`src/rtl/mem_tbus_arb.sv`:
```
// Two-requester arbiter in front of the dcache tbus. Stores have priority, but a
// waiting load is guaranteed a grant after STARVE_MAX consecutive store grants.
module mem_tbus_arb #(
  parameter int ADDR_W     = 64,
  parameter int DATA_W     = 64,
  parameter int OPT_W      = 2,
  parameter int STARVE_MAX = 4
) (
  input  logic              clock,
  input  logic              reset_n,
  input  logic              flush,
  input  logic              ld_req_valid,
  output logic              ld_req_ready,
  input  logic [ADDR_W-1:0] ld_req_index,
  input  logic [DATA_W-1:0] ld_req_wdata,
  input  logic [DATA_W-1:0] ld_req_wmask,
  input  logic [OPT_W-1:0]  ld_req_optype,
  output logic [DATA_W-1:0] ld_resp_data,
  output logic              ld_resp_done,
  input  logic              st_req_valid,
  output logic              st_req_ready,
  input  logic [ADDR_W-1:0] st_req_index,
  input  logic [DATA_W-1:0] st_req_wdata,
  input  logic [DATA_W-1:0] st_req_wmask,
  input  logic [OPT_W-1:0]  st_req_optype,
  output logic              st_resp_done,
  output logic              dc_req_valid,
  input  logic              dc_req_ready,
  output logic [ADDR_W-1:0] dc_req_index,
  output logic [DATA_W-1:0] dc_req_wdata,
  output logic [DATA_W-1:0] dc_req_wmask,
  output logic [OPT_W-1:0]  dc_req_optype,
  input  logic [DATA_W-1:0] dc_read_data,
  input  logic              dc_operation_done,
  output logic              arb_busy,
  output logic              arb_grant_ld
);

  typedef enum logic [1:0] {
    ST_IDLE = 2'd0,
    ST_REQ  = 2'd1,
    ST_BUSY = 2'd2
  } state_t;

  localparam logic [2:0] STARVE_LIM = 3'(STARVE_MAX);

  state_t     r_state;
  state_t     w_state_nxt;
  logic       r_grant_ld;
  logic       w_grant_ld_nxt;
  logic [2:0] r_starve_cnt;
  logic [2:0] w_starve_nxt;

  logic w_sel_ld;
  logic w_req_valid;
  logic w_ld_flush;
  logic w_fire;
  logic w_dc_valid;
  logic w_ld_ready;
  logic w_st_ready;
  logic w_ld_done;
  logic w_st_done;

  // Winner selection: live arbitration in IDLE, locked grant otherwise.
  always_comb begin
    w_sel_ld = r_grant_ld;
    if (r_state == ST_IDLE) begin
      w_sel_ld = ld_req_valid && (!st_req_valid || (r_starve_cnt == STARVE_LIM));
    end else begin
      w_sel_ld = r_grant_ld;
    end
    w_req_valid = w_sel_ld ? ld_req_valid : st_req_valid;
    w_ld_flush  = flush && r_grant_ld && (r_state != ST_IDLE);
  end

  // Next-state and handshake outputs.
  always_comb begin
    w_state_nxt    = r_state;
    w_grant_ld_nxt = r_grant_ld;
    w_fire         = 1'b0;
    w_dc_valid     = 1'b0;
    w_ld_ready     = 1'b0;
    w_st_ready     = 1'b0;
    w_ld_done      = 1'b0;
    w_st_done      = 1'b0;
    case (r_state)
      ST_IDLE: begin
        if (w_req_valid) begin
          w_dc_valid     = 1'b1;
          w_fire         = dc_req_ready;
          w_ld_ready     = w_sel_ld && dc_req_ready;
          w_st_ready     = !w_sel_ld && dc_req_ready;
          w_grant_ld_nxt = w_sel_ld;
          w_state_nxt    = dc_req_ready ? ST_BUSY : ST_REQ;
        end else begin
          w_state_nxt = ST_IDLE;
        end
      end
      ST_REQ: begin
        w_dc_valid = w_req_valid;
        w_fire     = w_req_valid && dc_req_ready;
        w_ld_ready = r_grant_ld && dc_req_ready;
        w_st_ready = !r_grant_ld && dc_req_ready;
        if (w_ld_flush) begin
          w_state_nxt = ST_IDLE;
        end else if (w_fire) begin
          w_state_nxt = ST_BUSY;
        end else begin
          w_state_nxt = ST_REQ;
        end
      end
      ST_BUSY: begin
        // A flush on a load-owned transaction swallows a coincident done.
        if (w_ld_flush) begin
          w_state_nxt = ST_IDLE;
        end else if (dc_operation_done) begin
          w_ld_done   = r_grant_ld;
          w_st_done   = !r_grant_ld;
          w_state_nxt = ST_IDLE;
        end else begin
          w_state_nxt = ST_BUSY;
        end
      end
      default: begin
        w_state_nxt = ST_IDLE;
      end
    endcase
  end

  // Starvation counter: counts store grants taken while a load is waiting.
  always_comb begin
    w_starve_nxt = r_starve_cnt;
    if (w_fire && w_sel_ld) begin
      w_starve_nxt = 3'd0;
    end else if (w_fire && ld_req_valid) begin
      w_starve_nxt = (r_starve_cnt >= STARVE_LIM) ? STARVE_LIM : (r_starve_cnt + 3'd1);
    end else if ((r_state == ST_IDLE) && !ld_req_valid) begin
      w_starve_nxt = 3'd0;
    end else begin
      w_starve_nxt = r_starve_cnt;
    end
  end

  // State, grant and counter registers.
  always_ff @(posedge clock or negedge reset_n) begin
    if (!reset_n) begin
      r_state      <= ST_IDLE;
      r_grant_ld   <= 1'b0;
      r_starve_cnt <= 3'd0;
    end else begin
      r_state      <= w_state_nxt;
      r_grant_ld   <= w_grant_ld_nxt;
      r_starve_cnt <= w_starve_nxt;
    end
  end

  // Control outputs are forced low while reset_n is held.
  assign dc_req_valid  = reset_n & w_dc_valid;
  assign ld_req_ready  = reset_n & w_ld_ready;
  assign st_req_ready  = reset_n & w_st_ready;
  assign ld_resp_done  = reset_n & w_ld_done;
  assign st_resp_done  = reset_n & w_st_done;
  assign arb_busy      = reset_n & (r_state != ST_IDLE);
  assign arb_grant_ld  = reset_n & (r_state != ST_IDLE) & r_grant_ld;

  assign dc_req_index  = w_sel_ld ? ld_req_index  : st_req_index;
  assign dc_req_wdata  = w_sel_ld ? ld_req_wdata  : st_req_wdata;
  assign dc_req_wmask  = w_sel_ld ? ld_req_wmask  : st_req_wmask;
  assign dc_req_optype = w_sel_ld ? ld_req_optype : st_req_optype;
  assign ld_resp_data  = dc_read_data;

endmodule

```
`config.mk`:
```
export PLATFORM = sky130hd
export DESIGN_NAME = mem_tbus_arb
export DESIGN_NICKNAME = d
export VERILOG_FILES = /design/src/rtl/mem_tbus_arb.sv
export SDC_FILE = /design/constraint.sdc
export NUM_CORES = 1
export LEC_CHECK = 0
export BUFFER_PORTS_ARGS = -buffer_cell sky130_fd_sc_hd__buf_4
export CAP_MARGIN = 20
export CORE_AREA = 2 2 282 284
export CTS_BUF_LIST = sky130_fd_sc_hd__clkbuf_4
export DETAILED_ROUTE_END_ITERATION = 12
export DIE_AREA = 0 0 284 286
export PLACE_DENSITY = 0.3
export SYNTH_ARGS = -nofsm -noshare
export SYNTH_HDL_FRONTEND = slang
export SYNTH_SLANG_ARGS = --single-unit
```
`constraint.sdc`:
```
create_clock -name clock -period 1.9 [get_ports clock]
set_input_delay 0.285 -clock clock [delete_from_list [all_inputs] [get_ports clock]]
set_output_delay 0.285 -clock clock [all_outputs]
set_load 0.01 [all_outputs]
```
==> reports/metrics.csv, run 1 <==
stage,metric,value,unit
clocking,clk_pin_slew,0.05,ns
synthesis,synth_top_family_by_area,multiplexers,
global_routing,track_usage,0.0713,
critical_path,critPathTopFamily,buffers and inverters,
critical_path,rr_startpoint,r_starve_cnt[1],
synthesis,syn-cell-area,3940,µm²
routing,ant_nets,0,
synthesis,synth.top_cell.area_share,0.530,
place,dpl_cell_area,9300,µm²
flow_run,drv_cap,0,
timing,skew,0.00190,ns
synthesis,synth_cell_types,33,
synthesis,avgSynthCellArea,11.4,µm²
critical_path,r2r_cells,8,
status,violations,setup timing,
routing,totalWireLength,32400,µm
hold_path,hold_class,input pin to flip-flop,
pwr,powerDensity,959,nW/µm²
routing,vias,5120,
global_routing,grt_pass1_vias,5595,
timing,fmax,418,MHz
status,status,"finished, violations left",
timing,rsz0062_at_grt,yes,
finish,drive_above_1_share,0.939,
clocking,root_buffer,clkbuf_4,
finish,final_net_count,1358,
clocking,cts_max_level,1,
critical_path,slowest_stage,dfrtp_1,
place,gp_congestion,0.959,
finish,fin_cells,1960,
pwr,leakage,4.71,nW
timing,maxSlewHeadroom,0.718,
floorplan,die_y,286,µm
routing,first_iter_violations,142,
timing,min_period_over_period,1.26,
floorplan,rows,103,
floorplan,die_area,81200,µm²
critical_path,startpoint,r_starve_cnt[1],
timing,finalWorstSetupSlack,-0.494,ns
floorplan,start_util,0.0502,
routing,dr.pass1.iters,4,
global_routing,antenna_found_initial,26,
synthesis,synth.area.top_cells,"mux2_4 (53%), mux2_2 (16%), buf_4 (12%)",
place,place.detailed.hpwl,29100,µm
pwr,p_sw_frac,0.386,
routing,drc,0,
finish,final_area,9860,µm²
synthesis,yosysSeqAreaShare,0.0381,
place,portBuffers,595,
floorplan,core_area,78400,µm²
clocking,clockBufferDepth,2,
synthesis,yosys_register_bits,6,
synthesis,synthSimpleGateAreaFrac,0.0346,
critical_path,r2r-end,r_starve_cnt[0],
pwr,p_switching,3.66,mW
critical_path,crit_fanout,15,
pwr,comb_power_share,0.965,
clocking,cts_tree,built,
critical_path,cp-endpoint,dc_req_index[54],
synthesis,synth_fp_nets,805,
pwr,vdd_drop_max,298,µV
global_routing,grt_overflow,0,
synthesis,synth_warnings,0,
critical_path,start_kind,flip-flop,
clocking,cts_buffers,3,
critical_path,crit_chain,inv_2 > ha_4 > a21bo_1 > a31o_4 > buf_12 > buf_16 > mux2_4 > buf_6,
timing,holdWs,0.249,ns
critical_path,path_depth,8,
critical_path,crit_required,1.62,ns
pwr,p_seq_frac,0.022,
critical_path,arrival,2.11,ns
routing,wl_per_cell,16.5,µm
timing,fin_crit,2.39,ns
finish,syn2layout_area_growth,151,%
synthesis,yosysTopAreaCell,mux2_4,
synthesis,synth_compound_area_frac,0.0369,
pwr,p_total,9.46,mW
synthesis,synth_fa_ha_area_frac,0.00636,
timing,hold_viol,0,
floorplan,num_io_pins,724,
critical_path,slowest_delay,0.36,ns
global_routing,grt_first_pass_wirelength,41300,µm
pwr,clockPowerShare,0.013,
synthesis,netlist_instances,344,
timing,setup_viol,195,
place,pre_cts_ws,-0.272,ns
synthesis,synth_xor_area_frac,0,
global_routing,grt_max_degree,30,
critical_path,path_class,flip-flop to output port,
clocking,clk-insertion-delay-late,0.25,ns
critical_path,r2r_slack,0.13,ns
timing,slew_violations,0,
timing,tightest_slew,0.422,ns
pwr,p_int,5.80,mW
floorplan,chipWidth,284,µm
place,placed_cells,1932,
clocking,cts_num_sinks,6,
routing,avgViaCountPerCell,2.61,
critical_path,endpoint_kind,output port,
critical_path,critPathBufInv,4,
synthesis,synthMuxAreaShare,0.688,
-- cells by family (layout without fill, tap and decap cells) --
| family | Yosys count | after routing |
|---|---|---|
| multiplexers | 194 | 194 |
| buffers and inverters | 95 | 646 |
| AND/OR/NAND/NOR | 26 | 26 |
| AO/OA/AOI/OAI | 21 | 21 |
| flip-flops | 6 | 6 |
| adder cells (fa/ha/maj) | 2 | 2 |
| other | 0 | 15 |
-- repair_timing --
item                                   in CTS  in global routing
pin swaps                                   1                  0
hold buffers                                1                  0
cloned                                      2                  4
setup buffers                               1                  2
gates resized for setup                    35                 57
endpoints found under the hold margin       6                  0
setup endpoints to repair                 196                198
-- worst min-delay path by stage --
stage | startpoint | to | slack (ns) | cells after the start
after floorplan | reset_n | r_grant_ld | -0.01 | 0
after global placement | reset_n | r_state[0] | 0.12 | 1
after CTS | dc_operation_done | r_state[1] | 0.25 | 2
after global routing | dc_operation_done | r_state[1] | 0.27 | 2
after detailed placement | reset_n | r_grant_ld | 0.12 | 1
final | dc_operation_done | r_state[1] | 0.25 | 2
-- power by group through the flow --
stage	combinational, mW	sequential [mW]	clock, mW
finish	9.12	0.212	0.123
global route	9.66	0.219	0.135
CTS	8.68	0.209	0.133
detailed placement	8.26	0.211	0
global placement	8.29	0.213	0
floorplan	5.13	0.211	0
-- cell usage in the layout (no fill, tap or decap), types with 3 or more instances in the layout --
master and n:
o21a_1 3, buf_6 80, buf_4 544, buf_16 5
mux2_4 139, diode_2 15, mux2_2 55, a21oi_1 3
dfrtp_1 6, buf_12 3, nor2_1 6, o21ai_0 6
clkbuf_4 3, inv_1 4, nor2b_1 3, nand2_1 4
-- per-stage QoR --
step | util | TNS (ns)
floorplan | - | -7.25
global placement | 0.119 | -39.67
detailed placement | 0.119 | -38.99
CTS | 0.121 | -94.26
global route | 0.126 | -99.48
finish | 0.126 | -85.48
-- metal layers --
layer,GRT usage,part of all wire,wire length (µm),vias to the layer above
li1,-,-,-,2301
met2,0.135,0.53,17100,499
met5,0,0.0018,57,-
met1,0.0679,0.32,10200,2276
met3,0.0316,0.12,3770,36
met4,0.0262,0.039,1270,8
-- sequential cells by signal, indices dropped and copies added, names as in the netlist --
name / flops
r_grant_ld: 1
r_starve_cnt: 3
r_state: 2
-- final cells by class --
class / count / area [µm²]
Inverter: 6 / 22.5
Sequential cell: 6 / 150
Antenna cell: 15 / 37.5
Tap cell: 1050 / 1310
Fill cell: 9031 / 68500
Clock buffer: 3 / 22.5
Timing Repair Buffer: 637 / 5270
Multi-Input combinational cell: 243 / 3040
-- cells in the mapped netlist, drive strengths merged --
cell,instances
a32o,1
a221oi,1
a2111oi,1
nand2b,2
a31o,2
nor2,7
nand2,4
o211ai,1
nor4,1
buf,87
nand3b,2
mux2,194
nand3,1
dfrtp,6
and3,1
nor3b,2
a21bo,1
ha,2
a21boi,1
o21a,3
inv,6
clkbuf,2
a21oi,3
and2,1
o21ai,6
a21o,1
nor2b,3
nor3,2
Power figures use the tool's default switching activity.
==> run 2: changes to the inputs <==
- CAP_MARGIN: 20 -> not set
- CORE_AREA: 2 2 282 284 -> 2 2 280 282
- DIE_AREA: 0 0 284 286 -> 0 0 282 284
- clock period: 1.9 -> 2.5 ns (I/O delays scaled with it)
==> run 2 against run 1 <==
  * The flow still finishes with violations (setup timing)
  * Power down 23%
  * Cell count is 1.2% lower
  * Sequential share of layout area is essentially flat
  * Sequential power down 23%
  * Flip-flop and latch count stayed put
  * Cell area down 0.25%
==> reports/metrics.csv, run 2 (synthesis gave the netlist of run 1 again) <==
stage,metric,value,unit,change
clocking,clockBufferDepth,2,,unchanged
critical_path,crit_required,2.12,ns,+0.50 ns
finish,syn2layout_area_growth,150,%,
global_routing,grt_pass1_vias,5184,,-7.3%
pwr,vdd_drop_max,338,µV,+13%
finish,largest_reg_flops,3,,unchanged
finish,fillers,8835,,-2.2%
routing,avgViaCountPerCell,2.59,,-0.88%
timing,skew,0.00556,ns,+0.00366 ns
timing,rsz0062_at_grt,yes,,
place,pre_cts_ws,0.142,ns,+0.414 ns
global_routing,track_usage,0.0616,,-0.00976
status,status,"finished, violations left",,
finish,layout_common_cells,"buf_4 (555), mux2_4 (151), buf_6 (66)",,
clocking,clk_pin_slew,0.05,ns,about the same
clocking,cts_max_level,1,,unchanged
place,placed_cells,1914,,-0.93%
finish,largestRegisters,"r_starve_cnt x3, r_state x2, r_grant_ld x1",,
finish,final_net_count,1357,,-0.074%
pwr,powerDensity,741,nW/µm²,-23%
global_routing,antenna_found_initial,15,,-42%
critical_path,r2r_cells,9,,+1
timing,fmax,397,MHz,
place,gp_congestion,0.869,,-9.4%
hold_path,hold_class,input pin to flip-flop,,
critical_path,r2r_slack,0.50,ns,+0.37 ns
critical_path,r2r-end,r_starve_cnt[0],,
global_routing,grt_overflow,0,,unchanged
clocking,cts_buffers,3,,unchanged
floorplan,die_y,284,µm,-0.70%
floorplan,start_util,0.0511,,+0.000913
floorplan,chipWidth,282,µm,-0.70%
routing,totalWireLength,28800,µm,-11%
timing,hold_viol,0,,unchanged
floorplan,die_area,80100,µm²,-1.4%
routing,drc,0,,unchanged
hold_path,holdPathStages,2,,unchanged
floorplan,rows,102,,-0.97%
finish,fin_cells,1936,,-1.2%
critical_path,arrival,2.14,ns,+0.03 ns
finish,drive_above_1_share,0.936,,-0.00231
clocking,root_buffer,clkbuf_4,,
finish,multi_input_area,3080,µm²,+1.2%
timing,finalWorstSetupSlack,-0.0165,ns,+0.477 ns
routing,wl_per_cell,14.9,µm,-10%
pwr,leakage,4.74,nW,+0.82%
hold_path,min_from,dc_operation_done,,
critical_path,rr_startpoint,r_starve_cnt[1],,
pwr,p_total,7.29,mW,-23%
routing,first_iter_violations,80,,-44%
finish,top_register,r_starve_cnt,,
hold_path,holdPathEnd,r_state[1],,
routing,dr.pass1.iters,4,,unchanged
critical_path,endpoint_kind,output port,,
flow_run,drv_cap,0,,unchanged
timing,setup_viol,22,,-89%
timing,fin_crit,2.52,ns,
routing,ant_nets,0,,unchanged
critical_path,start_kind,flip-flop,,
place,place.detailed.hpwl,25100,µm,-14%
clocking,cts_tree,built,,
timing,tightest_slew,0.541,ns,+0.118 ns
finish,final_common_cell,buf_4,,
place,portBuffers,595,,unchanged
status,violations,setup timing,,
routing,vias,5013,,-2.1%
clocking,cts_num_sinks,6,,unchanged
finish,seqCellArea,150,µm²,unchanged
critical_path,crit_fanout,17,,+2
timing,min_period_over_period,1.01,,
critical_path,path_class,flip-flop to output port,,
clocking,clk-insertion-delay-late,0.25,ns,about the same
global_routing,grt_first_pass_wirelength,35700,µm,-14%
timing,maxSlewHeadroom,0.639,,-0.0799
global_routing,grt_max_degree,25,,-17%
floorplan,num_io_pins,724,,unchanged
floorplan,core_area,77000,µm²,-1.8%
timing,slew_violations,0,,unchanged
-- run 2: cell count changes in the layout (fill, tap and decap cells not counted), sizes merged --
cell	delta
diode	-13
buf	-2
clkbuf	+1
-- run 2: final cells by class --
type | count | share of cell area
inverters | 6 | 0.00229
repair buffers | 636 | 0.534
well taps | 1040 | 0.132
clock buffers | 3 | 0.00229
diodes | 2 | 0.000509
flip-flops and latches | 6 | 0.0153
multi-input cells | 243 | 0.313
-- run 2: worst max-delay path, cell delays in order, from the launching register on --
cell and delay, ns:
dfrtp_1 0.36, inv_2 0.06, ha_4 0.15, a21bo_1 0.20
a31o_4 0.29, buf_12 0.17, buf_12 0.16, mux2_4 0.32
buf_4 0.15
-- run 2: through the flow --
stage               setup TNS [ns]  cell area, µm²  utilization  hold WS, ns
global placement                 0            9220        0.120        0.207
detailed placement               0            9220        0.120        0.204
finish                      -0.143            9840        0.128        0.321
CTS                         -0.958            9530        0.124        0.318
global route                 -9.44            9830        0.128        0.313
floorplan                        0            3940            -       0.0794
-- run 2: what timing repair did --
action                     4_1_cts  5_1_grt
gates resized for setup         27       65
hold buffers                     1        0
pin swaps                        2        2
setup buffers                    8        2
cloned                           4        3
setup endpoints to repair      137      180
hold endpoints to repair         6        0
-- run 2: how the worst max path moves through the flow --
stage                    start  slack (ns)               end
3_3_place_gp   r_starve_cnt[1]        0.15  dc_req_wdata[60]
5_1_grt        r_starve_cnt[1]       -0.10  dc_req_index[27]
2_1_floorplan  r_starve_cnt[0]        0.40      st_req_ready
6_report       r_starve_cnt[1]       -0.02  dc_req_wdata[60]
4_1_cts        r_starve_cnt[0]       -0.04   dc_req_wdata[9]
3_5_place_dp   r_starve_cnt[1]        0.14  dc_req_wdata[41]
-- run 2: per-layer routing --
metal,track usage,part of all wire,up-vias
met5,0,0.0056,-
met3,0.0364,0.16,28
met4,0.00279,0.0027,26
met2,0.124,0.53,467
met1,0.0534,0.30,2209
li1,-,-,2283
-- run 2: where the power goes --
| part | internal (mW) | switching (mW) |
|---|---|---|
| registers | 0.134 | 0.0296 |
| clock network | 0.0548 | 0.0414 |
| logic | 4.28 | 2.75 |
